## src/rtl/fp16_mul_stream_ctrl_if.sv

```systemverilog
// Operand/result valid-ready streams of fp16_mul_stream_ctrl.
// FP16_MUL_STREAM_TAG_EN adds in_tag/out_tag to both streams.
interface fp16_mul_stream_ctrl_if
`ifdef FP16_MUL_STREAM_TAG_EN
    #(parameter int unsigned TAG_W = 8)
`endif
    ;
    logic        in_valid;
    logic        in_ready;
    logic [15:0] in_a;
    logic [15:0] in_b;
    logic        out_valid;
    logic        out_ready;
    logic [15:0] out_data;
`ifdef FP16_MUL_STREAM_TAG_EN
    logic [TAG_W-1:0] in_tag;
    logic [TAG_W-1:0] out_tag;
`endif

    modport slave (
        input  in_valid, in_a, in_b, out_ready,
`ifdef FP16_MUL_STREAM_TAG_EN
        input  in_tag,
        output out_tag,
`endif
        output in_ready, out_valid, out_data
    );

    modport master (
        output in_valid, in_a, in_b, out_ready,
`ifdef FP16_MUL_STREAM_TAG_EN
        output in_tag,
        input  out_tag,
`endif
        input  in_ready, out_valid, out_data
    );
endinterface

```

## src/rtl/fp16_mul_stream_ctrl.sv

```systemverilog
// Credit-based valid/ready wrapper around a fixed-latency, non-stallable fp16 multiplier.
// Optional FP16_MUL_STREAM_TAG_EN carries a tag alongside every operation.
module fp16_mul_stream_ctrl #(
    parameter int unsigned LATENCY    = 11,
    parameter int unsigned FIFO_DEPTH = 16
`ifdef FP16_MUL_STREAM_TAG_EN
    ,
    parameter int unsigned TAG_W      = 8
`endif
) (
    input  logic                  clk,
    input  logic                  rst_n,
    fp16_mul_stream_ctrl_if.slave s_if,
    output logic [15:0]           mul_a,
    output logic [15:0]           mul_b,
    input  logic [15:0]           mul_out,
    output logic                  busy
);
    localparam int unsigned PTR_W = $clog2(FIFO_DEPTH);
    localparam int unsigned CNT_W = PTR_W + 1;
    localparam int unsigned OCC_W = PTR_W + 2;
    // Bit 0 rides with the mul_a/mul_b register, bits 1..LATENCY with the multiplier stages.
    localparam int unsigned VP_W  = LATENCY + 1;

    logic [VP_W-1:0]  r_vpipe;
    logic [OCC_W-1:0] r_inflight;
    logic [CNT_W-1:0] r_count;
    logic [PTR_W-1:0] r_wr_ptr;
    logic [PTR_W-1:0] r_rd_ptr;
    logic [15:0]      r_mul_a;
    logic [15:0]      r_mul_b;
    logic [15:0]      r_mem [FIFO_DEPTH];

    logic             w_fire;
    logic             w_capture;
    logic             w_pop;
    logic [OCC_W-1:0] w_occ;

    // Credit: every in-flight op already owns a FIFO slot, so capture can never overflow.
    assign w_occ          = r_inflight + OCC_W'(r_count);
    assign s_if.in_ready  = (w_occ < OCC_W'(FIFO_DEPTH));
    assign s_if.out_valid = (r_count != '0);
    assign s_if.out_data  = s_if.out_valid ? r_mem[r_rd_ptr] : 16'h0000;
    assign busy           = (w_occ != '0);
    assign mul_a          = r_mul_a;
    assign mul_b          = r_mul_b;

    assign w_fire    = s_if.in_valid & s_if.in_ready;
    assign w_capture = r_vpipe[VP_W-1];
    assign w_pop     = s_if.out_valid & s_if.out_ready;

    always_ff @(posedge clk or negedge rst_n) begin
        if (!rst_n) begin
            r_vpipe    <= '0;
            r_inflight <= '0;
            r_count    <= '0;
            r_wr_ptr   <= '0;
            r_rd_ptr   <= '0;
            r_mul_a    <= '0;
            r_mul_b    <= '0;
        end else begin
            r_vpipe    <= {r_vpipe[VP_W-2:0], w_fire};
            r_inflight <= r_inflight + OCC_W'(w_fire) - OCC_W'(w_capture);
            r_count    <= r_count + CNT_W'(w_capture) - CNT_W'(w_pop);
            if (w_fire) begin
                r_mul_a <= s_if.in_a;
                r_mul_b <= s_if.in_b;
            end
            if (w_capture) begin
                r_wr_ptr <= r_wr_ptr + PTR_W'(1);
            end
            if (w_pop) begin
                r_rd_ptr <= r_rd_ptr + PTR_W'(1);
            end
        end
    end

    // Result storage is data-only; validity comes from r_count.
    always_ff @(posedge clk) begin
        if (w_capture) begin
            r_mem[r_wr_ptr] <= mul_out;
        end
    end

`ifdef FP16_MUL_STREAM_TAG_EN
    logic [TAG_W-1:0] r_tpipe [VP_W];
    logic [TAG_W-1:0] r_tmem  [FIFO_DEPTH];

    always_ff @(posedge clk) begin
        r_tpipe[0] <= s_if.in_tag;
        for (int unsigned k = 1; k < VP_W; k++) begin
            r_tpipe[k] <= r_tpipe[k-1];
        end
        if (w_capture) begin
            r_tmem[r_wr_ptr] <= r_tpipe[VP_W-1];
        end
    end

    assign s_if.out_tag = s_if.out_valid ? r_tmem[r_rd_ptr] : '0;
`endif

`ifndef SYNTHESIS
    a_no_overflow: assert property (@(posedge clk) disable iff (!rst_n)
        !(w_capture && (r_count == CNT_W'(FIFO_DEPTH)) && !w_pop));
`endif

endmodule
```

## src/flat_wrapper.sv

```systemverilog
// flat-port wrapper written by rule: the top's interface ports become plain ports
module fp16_mul_stream_ctrl_flat 
#(
    parameter int unsigned LATENCY    = 11,
    parameter int unsigned FIFO_DEPTH = 16

)
  (clk, rst_n, mul_a, mul_b, mul_out, busy, s_if_in_valid, s_if_in_a, s_if_in_b, s_if_out_ready, s_if_in_ready, s_if_out_valid, s_if_out_data);
  fp16_mul_stream_ctrl_if s_if_i ();
  input  logic clk;
  input  logic rst_n;
  output logic [15:0] mul_a;
  output logic [15:0] mul_b;
  input  logic [15:0] mul_out;
  output logic busy;
  input wire logic [$bits(s_if_i.in_valid)-1:0] s_if_in_valid;
  input wire logic [$bits(s_if_i.in_a)-1:0] s_if_in_a;
  input wire logic [$bits(s_if_i.in_b)-1:0] s_if_in_b;
  input wire logic [$bits(s_if_i.out_ready)-1:0] s_if_out_ready;
  output wire logic [$bits(s_if_i.in_ready)-1:0] s_if_in_ready;
  output wire logic [$bits(s_if_i.out_valid)-1:0] s_if_out_valid;
  output wire logic [$bits(s_if_i.out_data)-1:0] s_if_out_data;
  assign s_if_i.in_valid = s_if_in_valid;
  assign s_if_i.in_a = s_if_in_a;
  assign s_if_i.in_b = s_if_in_b;
  assign s_if_i.out_ready = s_if_out_ready;
  assign s_if_in_ready = s_if_i.in_ready;
  assign s_if_out_valid = s_if_i.out_valid;
  assign s_if_out_data = s_if_i.out_data;
  fp16_mul_stream_ctrl #(.LATENCY(LATENCY), .FIFO_DEPTH(FIFO_DEPTH)) u_core (.clk(clk), .rst_n(rst_n), .s_if(s_if_i), .mul_a(mul_a), .mul_b(mul_b), .mul_out(mul_out), .busy(busy));
endmodule
```

## config.mk

```make
export PLATFORM = sky130hd
export DESIGN_NAME = fp16_mul_stream_ctrl_flat
export DESIGN_NICKNAME = d
export VERILOG_FILES = /design/src/rtl/fp16_mul_stream_ctrl_if.sv /design/src/rtl/fp16_mul_stream_ctrl.sv /design/src/flat_wrapper.sv
export SDC_FILE = /design/constraint.sdc
export NUM_CORES = 1
export LEC_CHECK = 0
export CORE_ASPECT_RATIO = 0.5
export CORE_MARGIN = 2
export CORE_UTILIZATION = 55
export CTS_CLUSTER_SIZE = 20
export DETAILED_ROUTE_END_ITERATION = 10
export MAX_ROUTING_LAYER = met4
export PLACE_DENSITY = 0.76
export SLEW_MARGIN = 20
export SYNTH_ARGS = -nofsm -noshare
export SYNTH_HDL_FRONTEND = slang
export SYNTH_SLANG_ARGS = --single-unit
```

## constraint.sdc

```tcl
create_clock -name clk -period 3.6 [get_ports clk]
set_clock_uncertainty 0.2 [all_clocks]
set_input_delay 1.08 -clock clk [delete_from_list [all_inputs] [get_ports clk]]
set_output_delay 1.08 -clock clk [all_outputs]
set_load 0.02 [all_outputs]
```

==> metrics.csv <==
metric,value,unit
outcome,"complete, but fails checks",
violations,setup timing,
max_freq,255.0,MHz
start_util,55.63,%
worstMarginPinSlew,736.6,ps
synth_edf_count,256,
first_iter_violations,701,
dpl-instance-area,14390,um^2
synth.distinct_cells,36,
clock_latency,550,ps
nFillCells,1372,
die_y,111.0,um
ir_worst_vdd,0.5694,mV
required,2320,ps
synth_area,12600,um^2
cp-end-kind,primary output,
layout_common_cells,"256 x edfxtp_1, 82 x clkdlybuf4s50_1, 60 x dfrtp_1",
post-route-period-util,108.9,%
h-tree-depth,1,
avgSynthCellArea,19.62,um^2
final_max_slew_viol_count,0,
worst_slack,-321.1,ps
final_util,70.59,%
seqCellArea,9270,um^2
layout-drive-gt1-share,34.32,%
cts_hold_buf,0,
min_period,3921,ps
numCtsBuffers,28,
core-area,22640,um^2
grt_pass1_wl,42170,um
max_slew_margin,50.84,%
drcViolationCount,0,
grt_use_total,24.41,%
hold_path_class,reg -> reg,
power.total,14200,uW
ant_nets,0,
rows,39,
clock-sinks,319,
cts-root-buf,clkbuf_16,
synth_top_area_share,61.03,%
synth-seq-cells,319,
synth_warnings,0,
ys.flop_type,edfxtp_1,
dpl_worst_slack,-272.4,ps
final_area,15980,um^2
routed_via_density,5.991,
synth_nets,719,
clk_pin_slew,70,ps
worstReg2RegStart,u_core.r_count[3],
nNetsFinal,897,
multiInputGateArea,3546,um^2
min_from,u_core.r_vpipe[9],
gr-total-overflow,0,
syn2layout_area_growth,26.89,%
die_area,24200,um^2
arrival,2640,ps
routed_wl,29870,um
vias,6884,
hold_viol,0,
ys_top_cells_by_area,"edfxtp_1 61%, dfrtp_1 13%, mux4_2 11%",
cts_buffer_depth,3,
pwr_density_cell,888.7,nW/um^2
setup_viol,16,
power.leakage,0.005632,uW
gp_congestion,0.7838,
ys_seq_area_share,73.55,%
grt_pass1_vias,7119,
yosysTopAreaCell,edfxtp_1,
antenna_found_initial,0,
critPathLaunchType,flop,
cp_max_fo,3,
grt_max_degree,64,
cp-startpoint,u_core.r_inflight[1],
cts_tree,built,
async_reset_ff_share,19.75,%
first_pass_iters,5,
crit_type,reg -> out,
mostFrequentLayoutCell,edfxtp_1,
post-dp-hpwl,15620,um
ios,103,
die-width,218.0,um
cap_violations,0,
detail_route.wl_per_cell,26.00,um
io_buffers,102,
diodes,0,
rsz0062_at_grt,true,
syn_inst,642,
## flip-flops by register name, indices dropped and copies added (netlist names)
| name | count |
|---|---|
| u_core.mul_a | 16 |
| u_core.r_rd_ptr | 4 |
| u_core.r_wr_ptr | 4 |
| u_core.mul_b | 16 |
| u_core.r_inflight | 6 |
| u_core.r_vpipe | 12 |
| u_core.r_mem | 256 |
| u_core.r_count | 5 |
## Yosys cell counts, drive strengths merged (12+ instances only)
cell    count
inv        20
ha         22
mux2i      32
buf        12
clkbuf     18
nor2       18
dfrtp      63
nand2      24
mux2       33
mux4       59
edfxtp    256
xnor2      13
## cell families after synthesis
family                     share of synthesized area (%)
muxes                                              16.04
adders and majority gates                          2.662
and+or+nand+nor                                    2.622
xor gates and xnor gates                           1.252
AOI/OAI and AO/OA                                  2.136
DFF                                                73.55
buffers and inverters                              1.738
## metal layers
layer | GRT usage (%) | wire length [um] | vias to the layer above | share of wire (%)
met5 | - | 0 | - | 0
met4 | 5.578 | 753 | 0 | 2.5
met3 | 6.173 | 2736 | 65 | 9.2
met2 | 37.08 | 14360 | 392 | 48
met1 | 33.85 | 12010 | 3534 | 40
li1 | - | - | 2893 | -
## power breakdown
part	total [uW]	switching (uW)	internal (uW)
clock	2840	1340	1500
combinational	6610	3140	3470
sequential	4750	322	4430
## final timing paths
| path | depth (start not counted) | slack [ps] | end |
|---|---|---|---|
| min | 0 | 150 | u_core.r_vpipe[10] |
| max in group asynchronous | 2 | 2550 | u_core.r_rd_ptr[0] |
| min in group asynchronous | 2 | 330 | u_core.r_count[3] |
| max | 6 | -320 | busy |
| min reg2reg | 0 | 150 | u_core.r_vpipe[10] |
| max reg2reg | 14 | 290 | u_core.r_count[4] |
## metrics by stage
step | hold slack [ps] | cells | TNS [ps]
global route | 158.0 | 1149 | -3616
finish | 146.3 | 1149 | -2114
CTS | 153.6 | 1141 | -1941
global placement | 134.5 | 1075 | -1420
floorplan | 131.2 | 642 | 0
detailed placement | 136.5 | 1075 | -1926
## repair_timing
action,in CTS,in global routing
setup endpoints to repair,19,19
gates cloned,4,2
resized for setup,127,75
pin swaps,7,10
setup buffers,11,8
## critical path: stages, from the launching register on
cell	delay [ps]
dfrtp_1	400
buf_4	150
fa_2	390
xor2_1	160
or4_1	510
or3_4	350
buf_6	140
## final cells by class
type	count	area share, %
repair buffers	177	11.63
clock buffers	32	4.478
inverters	20	0.4697
well taps	307	2.403
multi-input cells	274	22.19
clock inverters	20	0.8376
flip-flops and latches	319	58.00
Power figures use the tool's default switching activity.
